## src/rtl/cpu_types_pkg.sv

```systemverilog
// cpu_types_pkg: shared word type, data cache FSM states and fixed addresses.
// No ports; imported by the pdcache files.
package cpu_types_pkg;

  typedef logic [31:0] word_t;

  typedef enum logic [2:0] {
    IDLE,
    WB,
    ALLOC,
    FLUSH,
    CNT,
    DONE
  } state_t;

  localparam word_t HITCNT_ADDR = 32'h3100;

endpackage

```

## src/rtl/pdcache_if.sv

```systemverilog
// pdcache_if: datapath-side request port and memory-side transfer port.
// slave = cache view, master = datapath/memory (testbench) view.
interface pdcache_if;
  import cpu_types_pkg::*;

  logic  halt;
  logic  dmemREN;
  logic  dmemWEN;
  word_t dmemaddr;
  word_t dmemstore;
  logic  dhit;
  word_t dmemload;
  logic  flushed;
  logic  dREN;
  logic  dWEN;
  word_t daddr;
  word_t dstore;
  logic  dwait;
  word_t dload;

  modport slave (
    input  halt, dmemREN, dmemWEN, dmemaddr, dmemstore,
    input  dwait, dload,
    output dhit, dmemload, flushed,
    output dREN, dWEN, daddr, dstore
  );

  modport master (
    output halt, dmemREN, dmemWEN, dmemaddr, dmemstore,
    output dwait, dload,
    input  dhit, dmemload, flushed,
    input  dREN, dWEN, daddr, dstore
  );

endinterface

```

## src/rtl/pdcache_array.sv

```systemverilog
// pdcache_array: two-way line storage, tag compare and per-set LRU bits.
// Ports: idx/word/tag read select, per-way hit/valid/dirty/tag/word, write controls.
module pdcache_array
  import cpu_types_pkg::*;
#(
  parameter  int SETS     = 8,
  parameter  int BLKWORDS = 2,
  localparam int IW       = $clog2(SETS),
  localparam int BOFF     = $clog2(BLKWORDS),
  localparam int WW       = (BOFF > 0) ? BOFF : 1,
  localparam int TW       = 30 - IW - BOFF
) (
  input  logic                 CLK,
  input  logic                 nRST,
  input  logic [IW-1:0]        idx_i,
  input  logic [WW-1:0]        word_i,
  input  logic [TW-1:0]        tag_i,
  output logic [1:0]           hit_o,
  output logic [1:0]           valid_o,
  output logic [1:0]           dirty_o,
  output logic [1:0][TW-1:0]   tag_o,
  output word_t [1:0]          word_o,
  output logic                 lru_o,
  input  logic                 wr_way_i,
  input  logic                 we_word_i,
  input  logic                 set_dirty_i,
  input  word_t                wdata_i,
  input  logic                 fill_i,
  input  logic                 clr_dirty_i,
  input  logic                 lru_we_i,
  input  logic                 lru_i,
  input  logic                 clr_valid_i
);

  typedef struct packed {
    logic                       valid;
    logic                       dirty;
    logic [TW-1:0]              tag;
    word_t [BLKWORDS-1:0]       data;
  } line_t;

  line_t           lines_q [2][SETS];
  logic [SETS-1:0] lru_q;

  always_comb begin
    for (int w = 0; w < 2; w++) begin
      valid_o[w] = lines_q[w][idx_i].valid;
      dirty_o[w] = lines_q[w][idx_i].dirty;
      tag_o[w]   = lines_q[w][idx_i].tag;
      word_o[w]  = lines_q[w][idx_i].data[word_i];
      hit_o[w]   = valid_o[w] && (tag_o[w] == tag_i);
    end
    lru_o = lru_q[idx_i];
  end

  always_ff @(posedge CLK or negedge nRST) begin
    if (!nRST) begin
      for (int w = 0; w < 2; w++)
        for (int s = 0; s < SETS; s++)
          lines_q[w][s] <= '0;
      lru_q <= '0;
    end else begin
      if (clr_valid_i)
        for (int w = 0; w < 2; w++)
          for (int s = 0; s < SETS; s++)
            lines_q[w][s].valid <= 1'b0;
      if (we_word_i) begin
        lines_q[wr_way_i][idx_i].data[word_i] <= wdata_i;
        if (set_dirty_i)
          lines_q[wr_way_i][idx_i].dirty <= 1'b1;
      end
      if (fill_i) begin
        lines_q[wr_way_i][idx_i].valid <= 1'b1;
        lines_q[wr_way_i][idx_i].dirty <= 1'b0;
        lines_q[wr_way_i][idx_i].tag   <= tag_i;
      end
      if (clr_dirty_i)
        lines_q[wr_way_i][idx_i].dirty <= 1'b0;
      if (lru_we_i)
        lru_q[idx_i] <= lru_i;
    end
  end

endmodule

```

## src/rtl/pdcache.sv

```systemverilog
// pdcache: 2-way write-back/write-allocate data cache with sequenced halt flush.
// Ports: CLK, nRST, dif (pdcache_if.slave). Option: PDCACHE_HITCNT_EN adds hit counter.
module pdcache
  import cpu_types_pkg::*;
#(
  parameter int SETS     = 8,
  parameter int BLKWORDS = 2
) (
  input logic      CLK,
  input logic      nRST,
  pdcache_if.slave dif
);

  localparam int IW   = $clog2(SETS);
  localparam int BOFF = $clog2(BLKWORDS);
  localparam int WW   = (BOFF > 0) ? BOFF : 1;
  localparam int TW   = 30 - IW - BOFF;
  localparam logic [WW-1:0] LASTW = WW'(BLKWORDS - 1);
  localparam logic [IW-1:0] LASTS = IW'(SETS - 1);
`ifdef PDCACHE_HITCNT_EN
  localparam state_t SCAN_END = CNT;
`else
  localparam state_t SCAN_END = DONE;
`endif

  state_t        state_q, state_d;
  logic [WW-1:0] w_q, w_d;
  logic [IW-1:0] s_q, s_d;
  logic          v_q, v_d;
  logic          vic_q, vic_d;
`ifdef PDCACHE_HITCNT_EN
  word_t         cnt_q, cnt_d;
`endif

  word_t         wa;
  logic [WW-1:0] r_off;
  logic [IW-1:0] r_idx;
  logic [TW-1:0] r_tag;

  assign wa    = dif.dmemaddr >> 2;
  assign r_off = WW'(wa) & LASTW;
  assign r_idx = IW'(wa >> BOFF);
  assign r_tag = TW'(wa >> (BOFF + IW));

  logic [IW-1:0]      a_idx;
  logic [WW-1:0]      a_word;
  logic [1:0]         hit, valid, dirty;
  logic [1:0][TW-1:0] tags;
  word_t [1:0]        words;
  logic               lru;
  logic               wr_way, we_word, set_dirty, fill;
  logic               clr_dirty, lru_we, lru_n, clr_valid;
  word_t              wdata;

  // Flush scans by pointer; every other state works on the request set.
  assign a_idx  = (state_q == FLUSH) ? s_q : r_idx;
  assign a_word = (state_q == IDLE) ? r_off : w_q;

  pdcache_array #(
    .SETS     (SETS),
    .BLKWORDS (BLKWORDS)
  ) u_array (
    .CLK         (CLK),
    .nRST        (nRST),
    .idx_i       (a_idx),
    .word_i      (a_word),
    .tag_i       (r_tag),
    .hit_o       (hit),
    .valid_o     (valid),
    .dirty_o     (dirty),
    .tag_o       (tags),
    .word_o      (words),
    .lru_o       (lru),
    .wr_way_i    (wr_way),
    .we_word_i   (we_word),
    .set_dirty_i (set_dirty),
    .wdata_i     (wdata),
    .fill_i      (fill),
    .clr_dirty_i (clr_dirty),
    .lru_we_i    (lru_we),
    .lru_i       (lru_n),
    .clr_valid_i (clr_valid)
  );

  logic req, hitnow, hway, lastw, flast, fdirty, vic_sel;

  assign req    = dif.dmemREN | dif.dmemWEN;
  assign hitnow = (state_q == IDLE) && req && (|hit);
  assign hway   = hit[1];
  assign lastw  = (w_q == LASTW);
  assign flast  = (s_q == LASTS) && v_q;
  assign fdirty = valid[v_q] && dirty[v_q];
  // Fill an empty way before evicting anything.
  assign vic_sel = !valid[0] ? 1'b0 :
                   !valid[1] ? 1'b1 : lru;

  function automatic word_t mk_addr(
    input logic [TW-1:0] t,
    input logic [IW-1:0] i,
    input logic [WW-1:0] w
  );
    word_t a;
    a = (32'(t) << (IW + BOFF)) | (32'(i) << BOFF) | 32'(w & LASTW);
    return a << 2;
  endfunction

  always_ff @(posedge CLK or negedge nRST) begin
    if (!nRST) begin
      state_q <= IDLE;
      w_q     <= '0;
      s_q     <= '0;
      v_q     <= 1'b0;
      vic_q   <= 1'b0;
`ifdef PDCACHE_HITCNT_EN
      cnt_q   <= '0;
`endif
    end else begin
      state_q <= state_d;
      w_q     <= w_d;
      s_q     <= s_d;
      v_q     <= v_d;
      vic_q   <= vic_d;
`ifdef PDCACHE_HITCNT_EN
      cnt_q   <= cnt_d;
`endif
    end
  end

  always_comb begin
    state_d = state_q;
    w_d     = w_q;
    s_d     = s_q;
    v_d     = v_q;
    vic_d   = vic_q;
`ifdef PDCACHE_HITCNT_EN
    cnt_d   = hitnow ? cnt_q + 32'd1 : cnt_q;
`endif
    unique case (state_q)
      IDLE: begin
        if (hitnow) begin
          state_d = IDLE;
        end else if (dif.halt) begin
          state_d = FLUSH;
          s_d     = '0;
          v_d     = 1'b0;
          w_d     = '0;
        end else if (req) begin
          vic_d   = vic_sel;
          w_d     = '0;
          state_d = (valid[vic_sel] && dirty[vic_sel]) ? WB : ALLOC;
        end
      end
      WB: begin
        if (!dif.dwait) begin
          w_d = w_q + WW'(1);
          if (lastw) begin
            w_d     = '0;
            state_d = ALLOC;
          end
        end
      end
      ALLOC: begin
        if (!dif.dwait) begin
          w_d = w_q + WW'(1);
          if (lastw) begin
            w_d     = '0;
            state_d = IDLE;
          end
        end
      end
      FLUSH: begin
        if (!fdirty || (!dif.dwait && lastw)) begin
          w_d = '0;
          if (flast) begin
            state_d = SCAN_END;
          end else begin
            v_d = ~v_q;
            if (v_q)
              s_d = s_q + IW'(1);
          end
        end else if (!dif.dwait) begin
          w_d = w_q + WW'(1);
        end
      end
      CNT: begin
        if (!dif.dwait)
          state_d = DONE;
      end
      DONE: state_d = DONE;
      default: state_d = IDLE;
    endcase
  end

  always_comb begin
    dif.dhit     = hitnow;
    dif.dmemload = hitnow ? words[hway] : '0;
    dif.flushed  = (state_q == DONE);
    dif.dREN     = 1'b0;
    dif.dWEN     = 1'b0;
    dif.daddr    = '0;
    dif.dstore   = '0;
    wr_way       = vic_q;
    we_word      = 1'b0;
    set_dirty    = 1'b0;
    wdata        = dif.dload;
    fill         = 1'b0;
    clr_dirty    = 1'b0;
    lru_we       = 1'b0;
    lru_n        = 1'b0;
    clr_valid    = 1'b0;
    unique case (state_q)
      IDLE: begin
        if (hitnow) begin
          wr_way = hway;
          lru_we = 1'b1;
          lru_n  = ~hway;
          if (dif.dmemWEN) begin
            we_word   = 1'b1;
            set_dirty = 1'b1;
            wdata     = dif.dmemstore;
          end
        end
      end
      WB: begin
        dif.dWEN   = 1'b1;
        dif.daddr  = mk_addr(tags[vic_q], r_idx, w_q);
        dif.dstore = words[vic_q];
        clr_dirty  = !dif.dwait && lastw;
      end
      ALLOC: begin
        dif.dREN  = 1'b1;
        dif.daddr = mk_addr(r_tag, r_idx, w_q);
        we_word   = !dif.dwait;
        fill      = !dif.dwait && lastw;
      end
      FLUSH: begin
        wr_way = v_q;
        if (fdirty) begin
          dif.dWEN   = 1'b1;
          dif.daddr  = mk_addr(tags[v_q], s_q, w_q);
          dif.dstore = words[v_q];
          clr_dirty  = !dif.dwait && lastw;
        end
      end
`ifdef PDCACHE_HITCNT_EN
      CNT: begin
        dif.dWEN   = 1'b1;
        dif.daddr  = HITCNT_ADDR;
        dif.dstore = cnt_q;
      end
`endif
      DONE: clr_valid = 1'b1;
      default: ;
    endcase
  end

endmodule

```

## src/flat_wrapper.sv

```systemverilog
// flat-port wrapper written by rule: the top's interface ports become plain ports
module pdcache_flat import cpu_types_pkg::*;
#(
  parameter int SETS     = 8,
  parameter int BLKWORDS = 2
)
  (CLK, nRST, dif_halt, dif_dmemREN, dif_dmemWEN, dif_dmemaddr, dif_dmemstore, dif_dwait, dif_dload, dif_dhit, dif_dmemload, dif_flushed, dif_dREN, dif_dWEN, dif_daddr, dif_dstore);
  pdcache_if dif_i ();
  input logic CLK;
  input logic nRST;
  input wire logic [$bits(dif_i.halt)-1:0] dif_halt;
  input wire logic [$bits(dif_i.dmemREN)-1:0] dif_dmemREN;
  input wire logic [$bits(dif_i.dmemWEN)-1:0] dif_dmemWEN;
  input wire logic [$bits(dif_i.dmemaddr)-1:0] dif_dmemaddr;
  input wire logic [$bits(dif_i.dmemstore)-1:0] dif_dmemstore;
  input wire logic [$bits(dif_i.dwait)-1:0] dif_dwait;
  input wire logic [$bits(dif_i.dload)-1:0] dif_dload;
  output wire logic [$bits(dif_i.dhit)-1:0] dif_dhit;
  output wire logic [$bits(dif_i.dmemload)-1:0] dif_dmemload;
  output wire logic [$bits(dif_i.flushed)-1:0] dif_flushed;
  output wire logic [$bits(dif_i.dREN)-1:0] dif_dREN;
  output wire logic [$bits(dif_i.dWEN)-1:0] dif_dWEN;
  output wire logic [$bits(dif_i.daddr)-1:0] dif_daddr;
  output wire logic [$bits(dif_i.dstore)-1:0] dif_dstore;
  assign dif_i.halt = dif_halt;
  assign dif_i.dmemREN = dif_dmemREN;
  assign dif_i.dmemWEN = dif_dmemWEN;
  assign dif_i.dmemaddr = dif_dmemaddr;
  assign dif_i.dmemstore = dif_dmemstore;
  assign dif_i.dwait = dif_dwait;
  assign dif_i.dload = dif_dload;
  assign dif_dhit = dif_i.dhit;
  assign dif_dmemload = dif_i.dmemload;
  assign dif_flushed = dif_i.flushed;
  assign dif_dREN = dif_i.dREN;
  assign dif_dWEN = dif_i.dWEN;
  assign dif_daddr = dif_i.daddr;
  assign dif_dstore = dif_i.dstore;
  pdcache #(.SETS(SETS), .BLKWORDS(BLKWORDS)) u_core (.CLK(CLK), .nRST(nRST), .dif(dif_i));
endmodule
```

## config.mk

```make
export PLATFORM = sky130hd
export DESIGN_NAME = pdcache_flat
export DESIGN_NICKNAME = d
export VERILOG_FILES = /design/src/rtl/cpu_types_pkg.sv /design/src/rtl/pdcache_if.sv /design/src/rtl/pdcache_array.sv /design/src/rtl/pdcache.sv /design/src/flat_wrapper.sv
export SDC_FILE = /design/constraint.sdc
export NUM_CORES = 2
export LEC_CHECK = 0
export CORE_MARGIN = 3
export CORE_UTILIZATION = 60
export DETAILED_ROUTE_END_ITERATION = 10
export GPL_TIMING_DRIVEN = 0
export PLACE_DENSITY_LB_ADDON = 0.15
export REMOVE_ABC_BUFFERS = 1
export SLEW_MARGIN = 20
export SYNTH_ARGS = -nofsm -noshare
export SYNTH_HDL_FRONTEND = slang
export SYNTH_SLANG_ARGS = --single-unit
```

## constraint.sdc

```tcl
create_clock -name CLK -period 7.8 [get_ports CLK]
set_clock_uncertainty 0.15 [all_clocks]
set_input_delay 1.56 -clock CLK [delete_from_list [all_inputs] [get_ports CLK]]
set_output_delay 1.56 -clock CLK [all_outputs]
set_load 0.02 [all_outputs]
```

# Yosys cells after proc, flatten, opt, wreduce, memory -nomap -nowiden
# Index checks and enable logic that the tools add are counted.
[word_totals]
ff_bits = 1489
word_cells = 298
[classes]
addsub = 2
n_lt_le_gt_ge = 12
n_eq_ne = 23
n_mux = 137
bitwise_logic = 13
n_reduce_logical = 25
[op_table]
columns = ["cell", "n"]
rows = [
  ["bitwise mux 1472 bit", 6],
  ["two-way mux 1472 bit", 4],
  ["demux 736 bit (select 1 bit)", 4],
  ["two-way mux 736 bit", 4],
  ["demux 92 bit (select 3 bit)", 4],
  ["binary-select mux 92 bit (select 3 bit)", 2],
  ["two-way mux 32 bit", 17],
  ["two-way mux 92 bit", 5],
  ["two-way mux 26 bit", 4],
  ["one-hot mux 32 bit (3 select lines)", 1],
  ["two-way mux 91 bit", 1],
  ["two-way mux 90 bit", 1],
  ["bitwise OR 30 x 1 -> 30 bit", 3],
  ["bitwise OR 30 x 4 -> 30 bit", 3],
  ["two-way mux 64 bit", 1],
  ["one-hot mux 32 bit (2 select lines)", 1],
  ["two-way mux 1 bit", 53],
  ["== test 26 bit", 2],
  ["two-way mux 3 bit", 16],
  ["demux 32 bit (select 1 bit)", 1],
  ["one-hot mux 3 bit (6 select lines)", 1],
  ["inequality test 2 bit (second input constant)", 8],
  ["logical AND 1 bit", 12],
  ["< comparator 1 x 2 -> 1 bit (second input constant)", 5],
  ["37 further kinds", 53],
]

# Logic depth before layout (Yosys ltp)
[logic_depth]
depth_word = 27
mapped_depth = 21
ltp_nobuf = 11

# By module
# Synthesis repeated with hierarchy kept, for this count alone.
[hier_totals]
hier_cells = 5314
area_unflattened_um2 = 70330.0
[by_module_without_submodules]
columns = ["module", "n_inst", "cells_per_inst", "area_each_um2"]
rows = [
  ["pdcache_array", 1, 4992, 67652.4],
  ["pdcache", 1, 322, 2677.6],
]

# Worst setup path before layout
# OpenSTA, ideal clock, no wires.
[synth_path]
path_kind = "input-to-output"
from = "input dif_dmemaddr[3]"
to = "output dif_dmemload[16]"
arrival_time_ps = 5493
t_required_ps = 6090
slack_ps = 597
cell_stages = 18
path_buffers = 9
path_cell_list = "buf_4 -> buf_4 -> buf_6 -> buf_6 -> buf_6 -> buf_6 -> mux4_2 -> o22a_1 -> nand4_1 -> o2111ai_1 -> nor4_1 -> nand4_1 -> o32ai_1 -> nor2b_1 -> buf_2 -> clkbuf_1 -> buf_1 -> o211a_1"
[synth_between]
elab_chain_cells = 10
[synth_rtl]
columns = ["element", "line_no", "text"]
rows = [
  ["from (decl)", "flat_wrapper.sv:14", "input wire logic [$bits(dif_i.dmemaddr)-1:0] dif_dmemaddr;"],
  ["two-way mux 3 bit *", "pdcache.sv:56", "assign a_idx = (state_q == FLUSH) ? s_q : r_idx;"],
  ["NOT 3 -> 4 bit (implied by the code) *", "pdcache_array.sv:47, pdcache_array.sv:49", ""],
  ["binary-select mux 92 bit (select 3 bit)", "pdcache_array.sv:47, pdcache_array.sv:49", ""],
  ["two-way mux 92 bit (implied by the code) (2 in series)", "pdcache_array.sv:50", "word_o[w] = lines_q[w][idx_i].data[word_i];"],
  ["== test 26 bit", "pdcache_array.sv:51", "hit_o[w] = valid_o[w] && (tag_o[w] == tag_i);"],
  ["logical AND 1 bit", "pdcache_array.sv:51", ""],
  ["OR reduction 2 bit *", "pdcache.sv:88", "assign hitnow = (state_q == IDLE) && req && (|hit);"],
  ["logical AND 1 bit *", "pdcache.sv:88", ""],
  ["net dif_dhit", "flat_wrapper.sv:18", "output wire logic [$bits(dif_i.dhit)-1:0] dif_dhit;"],
  ["two-way mux 32 bit *", "pdcache.sv:196", "dif.dmemload = hitnow ? words[hway] : '0;"],
  ["to (decl)", "flat_wrapper.sv:19", "output wire logic [$bits(dif_i.dmemload)-1:0] dif_dmemload;"],
]
# Mark *: on every way through the listed nets, which the timed path passes. The rest lies on a longest branch. The select of a mux whose other input is x is not followed.

# Worst setup path after layout
[layout_path]
from = "input dif_dmemaddr[3]"
to = "output dif_dmemload[13]"
[layout_between]
elab_chain_cells = 10
[layout_rtl]
columns = ["element", "line_no"]
rows = [
  ["two-way mux 3 bit *", "pdcache.sv:56"],
  ["NOT 3 -> 4 bit (implied by the code) *", "pdcache_array.sv:47, pdcache_array.sv:49, pdcache_array.sv:50"],
  ["binary-select mux 92 bit (select 3 bit)", "pdcache_array.sv:47, pdcache_array.sv:49, pdcache_array.sv:50"],
  ["two-way mux 92 bit (implied by the code) (2 in series)", "pdcache_array.sv:50"],
  ["== test 26 bit or two-way mux 32 bit (tied branches)", "pdcache_array.sv:51, pdcache_array.sv:50"],
  ["logical AND 1 bit or two-way mux 32 bit (tied branches)", "pdcache_array.sv:51, pdcache_array.sv:50"],
  ["two-way mux 32 bit (implied by the code) or OR reduction 2 bit (tied branches)", "pdcache.sv:196, pdcache.sv:88"],
  ["two-way mux 32 bit (implied by the code) or logical AND 1 bit (tied branches)", "pdcache.sv:196, pdcache.sv:88"],
  ["two-way mux 32 bit *", "pdcache.sv:196"],
]
# Every way passes the cells marked *; elsewhere a longest branch is shown, timed or not. The select of a mux whose other input is x is not followed.

==> results.tsv <==
stage	metric	value	unit
clock_tree	CTS sink count	1489	
grt	All-Layer GR Usage	42.47	%
detailed_routing	# DRC	0	
synthesis	top cell type's share of synthesized area	50.30	%
setup_path	CP Max Fanout	32	
setup_path	Worst EP arrival	6.20	ns
synthesis	number of synthesized flops with an enable pin	0	
sta	fin crit share	101.4	%
detailed_routing	final WL	276900	um
final_layout	Nets	6646	
grt	GR Util met1	52.66	%
sta	final hold violations	0	
synthesis	top cells by count, synth	dfrtp_1, mux2_2, nand2_1	
clock_tree	root buf cell	clkbuf_16	
min_path	hold_sp	u_core.u_array.lines_q[551]	
place	Post-Place Setup Slack	-1.879	ns
clock_tree	clk slew on worst S/H paths	0.06	ns
synthesis	cells after synthesis	6502	
grt	M2 GR Usage	61.98	%
final_layout	# fillers	8225	
synthesis	Synth Warn #	0	
clock_tree	CTS max path bufs	3	
synthesis	post-synthesis sequential area ratio	50.30	%
synthesis	Async S/R FF share, synth	100.0	%
setup_path	Critical Path End Type	primary output	
grt	vias in the first global route	58830	
place	gpl congestion	0.9537	
grt	largest net degree at the start of global routing	156	
detailed_routing	vias per std cell	7.181	
clock_tree	hold buffers post-CTS	0	
pwr	VDD IR max	0.0002592	V
die	Die ar.	127700	sq um
pwr	Power per Cell Area	195.0	nW/um^2
setup_path	Crit Path Category	in2out	
die	chip width	357.4	um
final_layout	footprint of the multi-input gates	34130	sq um
grt	Most Crowded Layer GR	met2	
clock_tree	clk_lat worst skew	0.82	ns
die	Initial Util	60.62	%
final_layout	Reg area	37290	sq um
min_path	min-delay worst type	reg2reg	
sta	min Tclk post-route	7.909	ns
detailed_routing	via count	59680	
grt	initial antenna violation count	9	
place	PortBufs	197	
clock_tree	number of H-tree levels	4	
clock_tree	Num CTS Buffers	158	
setup_path	CP startpoint kind	input port	
die	Site Rows	128	
outcome	failing checks	setup timing	
final_layout	share of cells above drive strength 1	30.07	%
sta	Final Max Tran Viols	0	
sta	# setup viols final	28	
clock_tree	CTS tree	yes	
synthesis	post-synthesis register bit count	1489	
grt	met3 Usage GRT	14.20	%
setup_path	Worst Setup SP	dif_dmemaddr[3]	
synthesis	dominant cells by area after synthesis	dfrtp_1, mux2_2, nand2_1	
synthesis	Top FF cell, synth	dfrtp_1	
sta	setup TNS	-1.784	ns
final_layout	Area Growth Syn to Fin	17.45	%
detailed_routing	antenna-violating nets left	0	
die	I/O pin total	202	
sta	Max Clk Rate	126.4	MHz
die	die height	357.4	um
detailed_routing	First DRT Iteration DRCs	8374	
grt	first-pass GRT wire length	397300	um
detailed_routing	wire per inst	33.32	um
flow_run	number of max-cap violations	0	
synthesis	Post-Syn Area	74070	sq um
detailed_routing	first-pass detailed-route iteration total	7	
setup_path	CP required	6.09	ns
synthesis	most frequent cell after synthesis	dfrtp_1	
sta	worst slew pin tran	1.194	ns
grt	GR Overflow Total	0	
outcome	status	finished with violations	
sta	Final WS setup	-0.1094	ns
pwr	Leak	40.26	nW
sta	slew margin rel.	19.38	%
synthesis	Netlist cell types	105	
die	area of the core	122200	sq um
synthesis	syn_area_per_cell	11.39	sq um
place	hpwl dp	162900	um
synthesis	Synth area leader	dfrtp_1	
setup_path	reg2reg start	u_core.s_q[2]	
## final cells by class
cell class / count / area share [%]
Antenna cell: 10 / 0.02876
Multi-Input combinational cell: 4351 / 39.24
Tap cell: 1625 / 2.337
Clock buffer: 244 / 5.488
Sequential cell: 1489 / 42.86
Timing Repair Buffer: 494 / 9.104
Inverter: 48 / 0.2201
Clock inverter: 49 / 0.7234
## placed cells by master (no fill, tap or decap), drive strengths merged, types with 94 or more instances in the layout
| cell type | n |
|---|---|
| dfrtp | 1489 |
| o22ai | 274 |
| nor3 | 94 |
| o21ai | 401 |
| buf | 295 |
| a21oi | 137 |
| mux2 | 1274 |
| nor2 | 203 |
| nand2 | 752 |
| nand3 | 167 |
| mux2i | 283 |
| clkbuf | 249 |
| clkdlybuf4s50 | 160 |
## metal layers
| metal | part of all wire (%) | wire length (um) |
|---|---|---|
| met5 | 0.039 | 107 |
| met3 | 13 | 35130 |
| met4 | 8.5 | 23560 |
| met1 | 36 | 98540 |
| met2 | 43 | 119500 |
## sequential cells by signal, indices dropped and copies added, names as in the netlist
name / flops
u_core.u_array.lines_q: 1472
u_core.u_array.lru_q: 8
u_core.s_q: 3
u_core.state_q: 3
u_core.lastw: 1
u_core.v_q: 1
u_core.vic_q: 1
## worst max-delay path, cell delays in order
cell	delay, ns
buf_8	0.28
buf_16	0.21
buf_4	0.18
nor2_1	0.09
mux2i_2	0.61
o221ai_1	0.19
a211oi_1	0.52
xnor2_1	0.36
nand4_1	0.25
or3b_1	0.47
o32ai_4	0.22
nor2b_4	0.27
buf_12	0.14
buf_16	0.17
buf_16	0.17
o211a_1	0.15
clkdlybuf4s15_2	0.26
## cells by family after synthesis
| family | after synthesis | share of synthesized area [%] |
|---|---|---|
| adders and majority gates | 2 | 0.03378 |
| other | 1 | 0.005063 |
| AOI/OAI and AO/OA | 1308 | 11.75 |
| DFF | 1489 | 50.30 |
| buffers and inverters | 675 | 5.106 |
| muxes | 1569 | 23.88 |
| and+or+nand+nor | 1442 | 8.725 |
| xor gates and xnor gates | 16 | 0.1892 |
## power by group
part / switching (mW) / leakage [nW] / total (mW) / internal, mW
logic: 0.942 / 16.9 / 1.37 / 0.431
registers: 0.000718 / 20.8 / 7.72 / 7.72
clock network: 3.29 / 2.65 / 7.87 / 4.57
## through the flow
stage	instances	cell area (sq um)	util, %	hold WS (ns)	power, mW
global placement	7698	74480	60.95	0.3003	9.074
CTS	8258	86340	70.65	0.3192	16.88
floorplan	5876	70470	-	0.2887	8.387
finish	8310	86990	71.19	0.3205	16.96
detailed placement	7919	80260	65.68	0.3067	9.120
global route	8303	86980	71.18	0.3373	17.35
## worst paths after layout
check                                                to  slack (ns)  cells after the start
setup / recovery                       dif_dmemload[13]       -0.11                     17
hold / removal              u_core.u_array.lines_q[551]        0.32                      2
setup reg to reg           u_core.u_array.lines_q[1401]        0.10                     18
hold reg to reg             u_core.u_array.lines_q[551]        0.32                      2
max in group asynchronous   u_core.u_array.lines_q[563]        4.44                      4
min in group asynchronous   u_core.u_array.lines_q[161]        0.54                      1
## repair_timing
| action | 4_1_cts | 5_1_grt |
|---|---|---|
| pin swaps | 9 | 16 |
| resized for setup | 97 | 30 |
| hold endpoints to repair | 0 | 0 |
| buffers inserted | 33 | 33 |
| gates cloned | 13 | 7 |
| endpoints found under the setup margin | 154 | 48 |
Power figures use the tool's default switching activity.
